**src/rtl/dac_out_pkg.sv**
```systemverilog
// Shared types and constants for the DAC output stage.
// Optional build macro: DAC_OFFSET_BINARY_EN selects offset-binary DAC codes
// (MSB inverted); left undefined, codes are plain two's complement.
package dac_out_pkg;

  // Soft-mute gain FSM states
  typedef enum logic [1:0] {
    UNMUTED   = 2'd0,
    RAMP_DOWN = 2'd1,
    MUTED     = 2'd2,
    RAMP_UP   = 2'd3
  } gain_state_e;

  localparam int NUM_CH     = 2;
  localparam int IN_W       = 16;
  localparam int GAIN_W     = 9;
  localparam int GAIN_UNITY = 256;
  localparam int PROD_W     = 26;
  localparam int FRAC_W     = 8;
  localparam int OUT_W      = 14;
  localparam int OUT_MAX    = 8191;
  localparam int OUT_MIN    = -8192;
  localparam int CNT_W      = 16;

  // DAC code for a silent output, matching the selected code format
`ifdef DAC_OFFSET_BINARY_EN
  localparam logic [OUT_W-1:0] DAC_ZERO = 14'h2000;
`else
  localparam logic [OUT_W-1:0] DAC_ZERO = 14'h0000;
`endif

  // Map a saturated two's-complement value onto the DAC pin code
  function automatic logic [OUT_W-1:0] dac_format(input logic signed [OUT_W-1:0] v);
    logic [OUT_W-1:0] code;
    code = v;
`ifdef DAC_OFFSET_BINARY_EN
    code[OUT_W-1] = ~code[OUT_W-1];
`endif
    return code;
  endfunction

endpackage

```
**src/rtl/dac_out_stage_if.sv**
```systemverilog
// Sample/control bundle between the filter core and the DAC output stage.
// The slave modport is the output stage; the master modport is its driver.
interface dac_out_stage_if;
  import dac_out_pkg::*;

  logic signed [IN_W-1:0]  in_a;
  logic signed [IN_W-1:0]  in_b;
  logic                    in_valid;
  logic                    mute;
  logic                    clip_clr;
  logic [OUT_W-1:0]        HSMC_DA;
  logic [OUT_W-1:0]        HSMC_DB;
  logic                    out_valid;
  logic                    muted;
  logic                    clip_a;
  logic                    clip_b;
  logic [CNT_W-1:0]        clip_cnt;

  modport master (
    output in_a, in_b, in_valid, mute, clip_clr,
    input  HSMC_DA, HSMC_DB, out_valid, muted, clip_a, clip_b, clip_cnt
  );

  modport slave (
    input  in_a, in_b, in_valid, mute, clip_clr,
    output HSMC_DA, HSMC_DB, out_valid, muted, clip_a, clip_b, clip_cnt
  );

endinterface

```
**src/rtl/dac_chan_scale.sv**
```systemverilog
// One channel of the output stage: gain multiply and floor shift (registered),
// then saturation to 14 bits and DAC code formatting (combinational, registered
// by the parent). Code format follows DAC_OFFSET_BINARY_EN via dac_format().
module dac_chan_scale
  import dac_out_pkg::*;
(
  input  logic                     clk,
  input  logic                     rst,
  input  logic                     i_valid,
  input  logic signed [IN_W-1:0]   i_sample,
  input  logic [GAIN_W-1:0]        i_gain,
  output logic [OUT_W-1:0]         o_code,
  output logic                     o_clip
);

  localparam logic signed [PROD_W-1:0] SAT_HI = PROD_W'(OUT_MAX);
  localparam logic signed [PROD_W-1:0] SAT_LO = PROD_W'(OUT_MIN);

  logic signed [PROD_W-1:0] w_prod;
  logic signed [PROD_W-1:0] r_shift;
  logic signed [OUT_W-1:0]  w_sat;

  // Gain is unsigned, so it gets a zero MSB before entering the signed product
  assign w_prod = PROD_W'(i_sample) * PROD_W'($signed({1'b0, i_gain}));

  // Arithmetic shift floors toward minus infinity; hold when no sample moves
  always_ff @(posedge clk) begin
    if (rst) begin
      r_shift <= '0;
    end else if (i_valid) begin
      r_shift <= w_prod >>> FRAC_W;
    end
  end

  // Clamp to the DAC range and flag any value that had to be clamped
  always_comb begin
    w_sat  = r_shift[OUT_W-1:0];
    o_clip = 1'b0;
    if (r_shift > SAT_HI) begin
      w_sat  = OUT_W'(OUT_MAX);
      o_clip = 1'b1;
    end else if (r_shift < SAT_LO) begin
      w_sat  = OUT_W'(OUT_MIN);
      o_clip = 1'b1;
    end
  end

  assign o_code = dac_format(w_sat);

endmodule

```
**src/rtl/dac_out_stage.sv**
```systemverilog
// DAC output stage: shared soft-mute gain ramp, two scaled/saturated channels,
// registered HSMC pin codes and clip statistics. Latency is 3 clocks from
// in_valid to out_valid at full throughput.
// Optional build macro: DAC_OFFSET_BINARY_EN (offset-binary pin codes).
module dac_out_stage
  import dac_out_pkg::*;
#(
  parameter int RAMP_DIV  = 25,
  parameter int RAMP_STEP = 1
)
(
  input  logic             clk,
  input  logic             rst,
  dac_out_stage_if.slave   bus
);

  localparam logic [1:0] ST_UNMUTED   = 2'(UNMUTED);
  localparam logic [1:0] ST_RAMP_DOWN = 2'(RAMP_DOWN);
  localparam logic [1:0] ST_MUTED     = 2'(MUTED);
  localparam logic [1:0] ST_RAMP_UP   = 2'(RAMP_UP);

  localparam int DIV_W = (RAMP_DIV > 1) ? $clog2(RAMP_DIV) : 1;
  localparam logic [DIV_W-1:0]  DIV_LAST = DIV_W'(RAMP_DIV - 1);
  localparam logic [GAIN_W-1:0] G_UNITY  = GAIN_W'(GAIN_UNITY);
  localparam logic [GAIN_W-1:0] STEP_G   = GAIN_W'(RAMP_STEP);
  localparam logic [GAIN_W-1:0] UP_LIMIT = G_UNITY - STEP_G;
  localparam logic [CNT_W-1:0]  CNT_MAX  = '1;

  // Gain FSM and ramp divider
  logic [1:0]        r_state;
  logic [1:0]        w_state_next;
  logic [GAIN_W-1:0] r_gain;
  logic [GAIN_W-1:0] w_gain_next;
  logic [DIV_W-1:0]  r_div;
  logic              w_tick;
  logic              w_state_chg;

  // Pipeline
  logic              r_v_s1;
  logic              r_v_s2;
  logic              r_v_s3;
  logic [GAIN_W-1:0] r_g_s1;
  logic [OUT_W-1:0]  r_da;
  logic [OUT_W-1:0]  r_db;

  // Clip status
  logic              r_clip_a;
  logic              r_clip_b;
  logic [CNT_W-1:0]  r_clip_cnt;

  // Per-channel wiring
  logic signed [IN_W-1:0] w_in   [NUM_CH];
  logic [OUT_W-1:0]       w_code [NUM_CH];
  logic                   w_clip [NUM_CH];

  assign w_tick      = (r_div == DIV_LAST);
  assign w_state_chg = (w_state_next != r_state);

  // Next gain/state: a mute reversal keeps the current gain so the ramp
  // simply turns around without a step in the output
  always_comb begin
    w_state_next = r_state;
    w_gain_next  = r_gain;
    case (r_state)
      ST_UNMUTED: begin
        w_gain_next = G_UNITY;
        if (bus.mute) begin
          w_state_next = ST_RAMP_DOWN;
        end
      end
      ST_RAMP_DOWN: begin
        if (!bus.mute) begin
          w_state_next = ST_RAMP_UP;
        end else if (w_tick) begin
          if (r_gain <= STEP_G) begin
            w_gain_next  = '0;
            w_state_next = ST_MUTED;
          end else begin
            w_gain_next = r_gain - STEP_G;
          end
        end
      end
      ST_MUTED: begin
        w_gain_next = '0;
        if (!bus.mute) begin
          w_state_next = ST_RAMP_UP;
        end
      end
      ST_RAMP_UP: begin
        if (bus.mute) begin
          w_state_next = ST_RAMP_DOWN;
        end else if (w_tick) begin
          if (r_gain >= UP_LIMIT) begin
            w_gain_next  = G_UNITY;
            w_state_next = ST_UNMUTED;
          end else begin
            w_gain_next = r_gain + STEP_G;
          end
        end
      end
      default: begin
        w_state_next = ST_UNMUTED;
        w_gain_next  = G_UNITY;
      end
    endcase
  end

  // Gain FSM state and gain register; reset lands on unity regardless of mute
  always_ff @(posedge clk) begin
    if (rst) begin
      r_state <= ST_UNMUTED;
      r_gain  <= G_UNITY;
    end else begin
      r_state <= w_state_next;
      r_gain  <= w_gain_next;
    end
  end

  // Ramp tick divider, restarted on every state change so a fresh ramp
  // always waits a full RAMP_DIV period before its first step
  always_ff @(posedge clk) begin
    if (rst) begin
      r_div <= '0;
    end else if (w_state_chg || w_tick) begin
      r_div <= '0;
    end else begin
      r_div <= r_div + DIV_W'(1);
    end
  end

  // S1 shared part: valid bit and the gain that applies to this sample pair
  always_ff @(posedge clk) begin
    if (rst) begin
      r_v_s1 <= 1'b0;
      r_g_s1 <= G_UNITY;
    end else begin
      r_v_s1 <= bus.in_valid;
      if (bus.in_valid) begin
        r_g_s1 <= r_gain;
      end
    end
  end

  assign w_in[0] = bus.in_a;
  assign w_in[1] = bus.in_b;

  for (genvar gi = 0; gi < NUM_CH; gi++) begin : g_chan
    logic signed [IN_W-1:0] r_sample_s1;

    // S1 per-channel sample capture
    always_ff @(posedge clk) begin
      if (rst) begin
        r_sample_s1 <= '0;
      end else if (bus.in_valid) begin
        r_sample_s1 <= w_in[gi];
      end
    end

    dac_chan_scale u_scale (
      .clk      (clk),
      .rst      (rst),
      .i_valid  (r_v_s1),
      .i_sample (r_sample_s1),
      .i_gain   (r_g_s1),
      .o_code   (w_code[gi]),
      .o_clip   (w_clip[gi])
    );
  end

  // S2 valid tracks the registered multiply/shift inside each channel
  always_ff @(posedge clk) begin
    if (rst) begin
      r_v_s2 <= 1'b0;
    end else begin
      r_v_s2 <= r_v_s1;
    end
  end

  // S3 output registers: pins hold their last code between samples
  always_ff @(posedge clk) begin
    if (rst) begin
      r_v_s3 <= 1'b0;
      r_da   <= DAC_ZERO;
      r_db   <= DAC_ZERO;
    end else begin
      r_v_s3 <= r_v_s2;
      if (r_v_s2) begin
        r_da <= w_code[0];
        r_db <= w_code[1];
      end
    end
  end

  // Clip statistics; a clear wins over a clip landing in the same cycle
  always_ff @(posedge clk) begin
    if (rst || bus.clip_clr) begin
      r_clip_a   <= 1'b0;
      r_clip_b   <= 1'b0;
      r_clip_cnt <= '0;
    end else if (r_v_s2 && (w_clip[0] || w_clip[1])) begin
      r_clip_a <= r_clip_a | w_clip[0];
      r_clip_b <= r_clip_b | w_clip[1];
      if (r_clip_cnt != CNT_MAX) begin
        r_clip_cnt <= r_clip_cnt + CNT_W'(1);
      end
    end
  end

  assign bus.HSMC_DA   = r_da;
  assign bus.HSMC_DB   = r_db;
  assign bus.out_valid = r_v_s3;
  assign bus.muted     = (r_state == ST_MUTED);
  assign bus.clip_a    = r_clip_a;
  assign bus.clip_b    = r_clip_b;
  assign bus.clip_cnt  = r_clip_cnt;

endmodule
```
**src/flat_wrapper.sv**
```systemverilog
// flat-port wrapper written by rule: the top's interface ports become plain ports
module dac_out_stage_flat import dac_out_pkg::*;
#(
  parameter int RAMP_DIV  = 25,
  parameter int RAMP_STEP = 1
)
  (clk, rst, bus_in_a, bus_in_b, bus_in_valid, bus_mute, bus_clip_clr, bus_HSMC_DA, bus_HSMC_DB, bus_out_valid, bus_muted, bus_clip_a, bus_clip_b, bus_clip_cnt);
  dac_out_stage_if bus_i ();
  input  logic clk;
  input  logic rst;
  input wire logic [$bits(bus_i.in_a)-1:0] bus_in_a;
  input wire logic [$bits(bus_i.in_b)-1:0] bus_in_b;
  input wire logic [$bits(bus_i.in_valid)-1:0] bus_in_valid;
  input wire logic [$bits(bus_i.mute)-1:0] bus_mute;
  input wire logic [$bits(bus_i.clip_clr)-1:0] bus_clip_clr;
  output wire logic [$bits(bus_i.HSMC_DA)-1:0] bus_HSMC_DA;
  output wire logic [$bits(bus_i.HSMC_DB)-1:0] bus_HSMC_DB;
  output wire logic [$bits(bus_i.out_valid)-1:0] bus_out_valid;
  output wire logic [$bits(bus_i.muted)-1:0] bus_muted;
  output wire logic [$bits(bus_i.clip_a)-1:0] bus_clip_a;
  output wire logic [$bits(bus_i.clip_b)-1:0] bus_clip_b;
  output wire logic [$bits(bus_i.clip_cnt)-1:0] bus_clip_cnt;
  assign bus_i.in_a = bus_in_a;
  assign bus_i.in_b = bus_in_b;
  assign bus_i.in_valid = bus_in_valid;
  assign bus_i.mute = bus_mute;
  assign bus_i.clip_clr = bus_clip_clr;
  assign bus_HSMC_DA = bus_i.HSMC_DA;
  assign bus_HSMC_DB = bus_i.HSMC_DB;
  assign bus_out_valid = bus_i.out_valid;
  assign bus_muted = bus_i.muted;
  assign bus_clip_a = bus_i.clip_a;
  assign bus_clip_b = bus_i.clip_b;
  assign bus_clip_cnt = bus_i.clip_cnt;
  dac_out_stage #(.RAMP_DIV(RAMP_DIV), .RAMP_STEP(RAMP_STEP)) u_core (.clk(clk), .rst(rst), .bus(bus_i));
endmodule
```
**config.mk**
```make
export PLATFORM = sky130hd
export DESIGN_NAME = dac_out_stage_flat
export DESIGN_NICKNAME = d
export VERILOG_FILES = /design/src/rtl/dac_out_pkg.sv /design/src/rtl/dac_out_stage_if.sv /design/src/rtl/dac_chan_scale.sv /design/src/rtl/dac_out_stage.sv /design/src/flat_wrapper.sv
export SDC_FILE = /design/constraint.sdc
export NUM_CORES = 1
export LEC_CHECK = 0
export BUFFER_PORTS_ARGS = -buffer_cell sky130_fd_sc_hd__buf_2
export CORE_UTILIZATION = 47
export CTS_CLUSTER_DIAMETER = 200
export DETAILED_ROUTE_END_ITERATION = 8
export GPL_ROUTABILITY_DRIVEN = 0
export PLACE_DENSITY = 0.68
export SYNTH_ARGS = -nofsm -noshare
export SYNTH_HDL_FRONTEND = slang
export SYNTH_SLANG_ARGS = --single-unit
```
**constraint.sdc**
```tcl
create_clock -name clk -period 12.7 [get_ports clk]
set_input_delay 0.635 -clock clk [delete_from_list [all_inputs] [get_ports clk]]
set_output_delay 0.635 -clock clk [all_outputs]
set_load 0.01 [all_outputs]
```
==> results of run 1 <==
## sequential cells by signal, summed over array words and instances (netlist names)
register,count
u_core.r_div,5
u_core.g_chan.r_sample_s1,32
u_core.r_state,2
u_core.bus.out_valid,1
u_core.r_v_s1,1
u_core.r_gain,9
u_core.bus.HSMC_DA,14
u_core.bus.clip_b,1
u_core.bus.clip_a,1
u_core.bus.clip_cnt,16
u_core.g_chan.u_scale.r_shift,36
u_core.r_v_s2,1
u_core.bus.HSMC_DB,14
u_core.r_g_s1,9
## layout make-up
cell class | count | share of cell area
clock inverter | 13 | 0.008954
multi-input combinational | 1249 | 0.6718
tap | 442 | 0.03218
clock buffer | 19 | 0.02519
inverter | 305 | 0.06661
timing repair buffer | 96 | 0.02985
sequential | 142 | 0.1655
## cell families (layout without fill, tap and decap cells)
group           count (synthesis)  count (layout)
flops                         142             142
mux                            60              60
simple gates                  581             581
compound gates                190             190
fa+ha+maj                     359             359
xor+xnor                       59              59
buf+inv                       402             433
## power by group through the flow
| stage | clock, W | combinational, W | sequential (W) |
|---|---|---|---|
| 4_1_cts | 0.000526 | 0.000243 | 0.000505 |
| 3_3_place_gp | 0 | 0.000234 | 0.000514 |
| 3_5_place_dp | 0 | 0.000241 | 0.000515 |
| 5_1_grt | 0.000544 | 0.000276 | 0.000509 |
| 2_1_floorplan | 0 | 0.000202 | 0.000485 |
| 6_report | 0.000511 | 0.000240 | 0.000506 |
## layer usage
layer  part of all wire  vias to the layer above
li1                   -                     5604
met1               0.42                     5866
met2               0.52                      211
met3              0.031                       61
met4              0.030                        0
met5                  0                        -
## worst min-delay path by stage
| stage | from | end | slack [ps] | cells after the start |
|---|---|---|---|---|
| after global placement | u_core.bus.clip_a | u_core.bus.clip_a | 430 | 2 |
| after global routing | bus_in_b[9] | u_core.g_chan[1].r_sample_s1[9] | 420 | 3 |
| final | bus_in_b[10] | u_core.g_chan[1].r_sample_s1[10] | 420 | 3 |
| after floorplan | u_core.g_chan[0].u_scale.r_shift[3] | u_core.g_chan[0].u_scale.r_shift[3] | 420 | 2 |
| after detailed placement | u_core.bus.clip_a | u_core.bus.clip_a | 440 | 2 |
| after CTS | bus_in_b[10] | u_core.g_chan[1].r_sample_s1[10] | 390 | 3 |
## worst reg2reg max path, delay by kind of cell (launching register included)
kind | cells | cell delay, ps
AND/OR/NAND/NOR | 1 | 210
buffers and inverters | 3 | 140
flip-flops | 1 | 1180
XOR/XNOR | 1 | 130
adder cells (fa/ha/maj) | 6 | 2990
AO/OA/AOI/OAI | 7 | 1690
## per-stage QoR
stage,std cells,worst slack (ps),hold slack (ps),utilization
final,2266,6227,419.4,0.5216
after global routing,2266,5904,424.1,0.5216
after CTS,2266,6276,394.3,0.5216
after detailed placement,2234,6304,440.1,0.5038
after global placement,2234,6431,431.3,0.5038
after floorplan,1793,7272,419.9,-
## placed cells by master, fill, tap and decap left out, types with 13 or more instances in the layout
cell type	netlist	final
a21oi_1	61	61
and2_1	134	134
buf_2	1	83
buf_4	0	13
clkbuf_16	0	17
dfxtp_1	142	141
fa_1	242	242
ha_1	117	117
inv_1	305	305
mux2i_1	60	60
nand2_1	191	191
nand2b_1	42	42
nand3_1	18	18
nor2_1	114	114
nor3_1	16	16
o21ai_0	42	42
xnor2_1	38	38
xor2_1	21	21
==> results.json, run 1 <==
{
  "status": "complete, no violations",
  "pwr-share-comb": 0.191,
  "synth_async_sr_flop_share": 0,
  "synth_seq_cells": 142,
  "path_buf_inv": 3,
  "synth_fa_ha_area_frac": 0.3968,
  "r2r_start": "u_core.r_g_s1[3]",
  "cp-start-kind": "register",
  "irDropWorstVdd_mv": 0.08884,
  "die_w_um": 185.9,
  "syn_area_per_cell_um2": 8.867,
  "tritoncts": "built",
  "wl_um": 35310,
  "wl_per_cell_um": 15.58,
  "overflow": 0,
  "die_area_um2": 34570,
  "total_power_w": 0.001257,
  "final.setup.tns_ps": 0,
  "drv_slew": 0,
  "cp_common_cell": "fa_1",
  "vias": 11742,
  "final.fill_count": 3088,
  "antenna_found_initial": 0,
  "clock_latency_ps": 450,
  "clkTransAtPathRegs_ps": 70,
  "synthDistinctLibCells": 70,
  "crit_cells": 18,
  "ios": 85,
  "fin_area_um2": 17190,
  "ctsResizeCount": 0,
  "p_clk_frac": 0.407,
  "dp_hpwl_um": 27040,
  "r2r_cells": 18,
  "track_usage": 0.2252,
  "fin_skew_ps": 17.46,
  "drcViolationCount": 0,
  "synth-compound-area-share": 0.07760,
  "reg2reg_slack_ps": 6230,
  "switching_share": 0.3165,
  "seqCellArea_um2": 2844,
  "leakage_nw": 8.763,
  "worstPathRequired_ps": 13010,
  "min_period_over_period": 0.5096,
  "p_switching_w": 0.0003979,
  "use_met2": 0.4142,
  "yosys_warnings": 0,
  "port-buffer-count": 84,
  "start_util": 0.4825,
  "multi_input_area_um2": 11550,
  "synth_commonest_cells": "inv_1, fa_1, nand2_1",
  "drive_gt1_frac": 0.07895,
  "synth_top_cell_area_share": 0.3047,
  "worstPathMaxFanout": 33,
  "grtUsageMet1": 0.2606,
  "antenna_cells": 0,
  "drt_iter0_markers": 488,
  "synthCells": 1793,
  "grt_use_met3": 0.03307,
  "synth_flop_cell": "dfxtp_1",
  "drt_first_pass_iters": 5,
  "startpoint": "u_core.r_g_s1[3]",
  "drv_cap": 0,
  "cts_root_buf": "clkbuf_16",
  "intPower_w": 0.0008593,
  "cts_sinks": 142,
  "crit_family": "adder cells",
  "tightestPinTransition_ps": 1292,
  "grt_pass1_wl_um": 61190,
  "clockBufferDepth": 2,
  "setup_viol": 0,
  "synth_xor_area_frac": 0.03250,
  "grt_max_degree": 86,
  "yosys.area_share.simple": 0.1816,
  "rsz0062_at_grt": "no",
  "post-cts-setup-buffers": 0,
  "synthMuxAreaShare": 0.03777,
  "synthToLayoutAreaGrowth_pct": 8.106,
  "critPathCapture": "u_core.g_chan[0].u_scale.r_shift[17]",
  "cts_buffers": 17,
  "yosys.area.top_type": "fa_1",
  "p_per_area_nw_per_um2": 73.15,
  "synth_top_family_by_area": "adder cells",
  "antenna_left": 0,
  "worst_path_max_delay_cell": "dfxtp_1",
  "slew_headroom": 0.1373,
  "rows": 66,
  "timing.fmax_mhz": 154.5,
  "period_minus_slack_ps": 6473,
  "gr-max-usage-layer": "met2",
  "core-area_um2": 32950,
  "htreeDepth": 4,
  "yosysMostFrequentCell": "inv_1",
  "path_cells": "nand2_1, fa_1, inv_1, fa_1, fa_1, fa_1, inv_1, fa_1, inv_1, ha_1, o211ai_1, o31ai_1, o21ai_1, a211oi_2, a311oi_2, o21ai_1, xnor2_1, o21ai_1",
  "dpl-instance-area_um2": 16600,
  "critPathKind": "reg -> reg",
  "ys_seq_area_frac": 0.1788,
  "cts_hold_buf": 0,
  "endpoint_kind": "register",
  "nNetsFinal": 2207,
  "vias_per_cell": 5.182,
  "synth_edf_count": 0,
  "synth_nets": 2189,
  "seq_power_share": 0.402,
  "hold_violations": 0,
  "hold_path.class": "in -> reg",
  "max_stage_delay_ps": 1180,
  "synth_area_leaders": "fa_1, dfxtp_1, ha_1",
  "rr_endpoint": "u_core.g_chan[0].u_scale.r_shift[17]",
  "die_h_um": 185.9,
  "grt_pass1_vias": 12753,
  "crit_arrival_ps": 6790,
  "syn-cell-area_um2": 15900
}
Power figures use the tool's default switching activity.
==> run 2: changes to the inputs <==
--- a/config.mk
+++ b/config.mk
@@ -10,7 +10,7 @@
 export CTS_CLUSTER_DIAMETER = 200
 export DETAILED_ROUTE_END_ITERATION = 8
 export GPL_ROUTABILITY_DRIVEN = 0
-export PLACE_DENSITY = 0.68
+export PLACE_DENSITY = 0.7
 export SYNTH_ARGS = -nofsm -noshare
 export SYNTH_HDL_FRONTEND = slang
 export SYNTH_SLANG_ARGS = --single-unit
==> constraint.sdc (replaced) <==
create_clock -name clk -period 5.8 [get_ports clk]
set_input_delay 0.29 -clock clk [delete_from_list [all_inputs] [get_ports clk]]
set_output_delay 0.29 -clock clk [all_outputs]
set_load 0.01 [all_outputs]
==> results.json, run 2 (synthesis results as in run 1) <==
{
  "cp-start-kind": "register",
  "overflow": 0,
  "start_util": 0.4825,
  "port-buffer-count": 84,
  "wl_per_cell_um": 15.61,
  "vias_per_cell": 5.197,
  "top_register": "u_core.g_chan.u_scale.r_shift",
  "startpoint": "u_core.r_g_s1[6]",
  "cts_buffers": 17,
  "drt_first_pass_iters": 5,
  "core-area_um2": 32950,
  "use_met2": 0.4079,
  "p_per_area_nw_per_um2": 161.7,
  "setup_viol": 0,
  "hold_path.class": "in -> reg",
  "drv_cap": 0,
  "p_clk_frac": 0.417,
  "critPathKind": "reg -> reg",
  "vias": 11859,
  "die_w_um": 185.9,
  "fin_area_um2": 17410,
  "tritoncts": "built",
  "drv_slew": 0,
  "timing.fmax_mhz": 181.6,
  "status": "complete, no violations",
  "clkTransAtPathRegs_ps": 70,
  "endpoint_kind": "register",
  "hold_violations": 0,
  "drcViolationCount": 0,
  "tightestPinTransition_ps": 911.7,
  "slew_headroom": 0.3914,
  "min_period_over_period": 0.9495,
  "min_from": "bus_in_b[12]",
  "post-cts-setup-buffers": 0,
  "htreeDepth": 4,
  "dpl-instance-area_um2": 16760,
  "largest_register_ffs": 36,
  "r2r_start": "u_core.r_g_s1[6]",
  "ios": 85,
  "switching_share": 0.3126,
  "gr-max-usage-layer": "met2",
  "clockBufferDepth": 2,
  "die_h_um": 185.9,
  "hold_ws_ps": 79.30,
  "clock_latency_ps": 440,
  "period_minus_slack_ps": 5507,
  "dp_hpwl_um": 27960,
  "rows": 66,
  "antenna_found_initial": 0,
  "worstPathRequired_ps": 6130,
  "die_area_um2": 34570,
  "seq_power_share": 0.390,
  "leakage_nw": 8.877,
  "worstPathMaxFanout": 21,
  "grt_max_degree": 66,
  "drt_iter0_markers": 613,
  "cts_sinks": 142,
  "grt_pass1_wl_um": 60520,
  "cts_root_buf": "clkbuf_16",
  "fin_skew_ps": 15.19,
  "final.setup.tns_ps": 0,
  "pwr-share-comb": 0.194,
  "wl_um": 35630,
  "layout_common_cells": "inv_1, fa_1, nand2_1",
  "nNetsFinal": 2223,
  "irDropWorstVdd_mv": 0.1136,
  "intPower_w": 0.001935,
  "grt_pass1_vias": 12602,
  "drive_gt1_frac": 0.09348,
  "grtUsageMet1": 0.2584,
  "final_common_cell": "inv_1",
  "synthToLayoutAreaGrowth_pct": 9.491,
  "antenna_cells": 0,
  "grt_use_met3": 0.03052,
  "crit_arrival_ps": 5830,
  "antenna_left": 0,
  "p_switching_w": 0.0008801,
  "final.fill_count": 3017,
  "track_usage": 0.2239
}
==> run 2: stage by stage <==
stage,util,cells,setup slack (ps),total power (W)
detailed placement,0.5086,2250,55.07,0.001665
floorplan,-,1793,372.3,0.001504
finish,0.5283,2282,292.7,0.002815
global placement,0.5086,2250,210.9,0.001646
CTS,0.5271,2282,94.57,0.002849
global route,0.5283,2282,-34.05,0.002972
==> run 2: area by class of cell <==
| type | count | area [um2] | area share |
|---|---|---|---|
| multi-input combinational | 1249 | 11570 | 0.6649 |
| timing repair buffer | 112 | 674.4 | 0.03874 |
| clock inverter | 13 | 176.4 | 0.01013 |
| inverter | 305 | 1145 | 0.06577 |
| clock buffer | 19 | 432.9 | 0.02487 |
| tap | 442 | 553.0 | 0.03177 |
| sequential | 142 | 2851 | 0.1638 |
==> run 2: power groups by stage <==
stage	Combinational, W	Sequential (W)	Clock (W)
after global routing	0.000624	0.00111	0.00124
after global placement	0.000529	0.00112	0
after detailed placement	0.000547	0.00112	0
after floorplan	0.000443	0.00106	0
final	0.000545	0.00110	0.00117
after CTS	0.000551	0.00110	0.00120
==> run 2: final timing paths <==
kind / depth (start not counted) / to / slack [ps]
min: 3 / u_core.g_chan[1].r_sample_s1[12] / 80
max reg2reg: 18 / u_core.g_chan[1].u_scale.r_shift[16] / 290
min reg2reg: 2 / u_core.bus.clip_a / 440
max: 18 / u_core.g_chan[1].u_scale.r_shift[16] / 290
==> run 2: what timing repair did <==
item	in CTS	in global routing
gates resized for setup	0	13
setup endpoints to repair	0	13
hold buffers	0	0
==> run 2: worst max-delay path, cell delays in order, from the launching register on <==
cell	delay [ps]
dfxtp_2	400
buf_4	250
and2_1	190
fa_1	640
inv_1	120
fa_1	540
inv_1	50
fa_1	500
fa_1	550
inv_1	50
fa_1	530
inv_1	50
ha_1	350
nand2_1	110
nor3_1	330
a31oi_4	70
a21oi_2	210
nor3_1	80
or3_1	360
==> run 2: metal layers <==
layer,vias up,routed length [um]
li1,5643,-
met5,-,0
met3,76,1175
met4,0,1445
met2,226,18590
met1,5914,14420
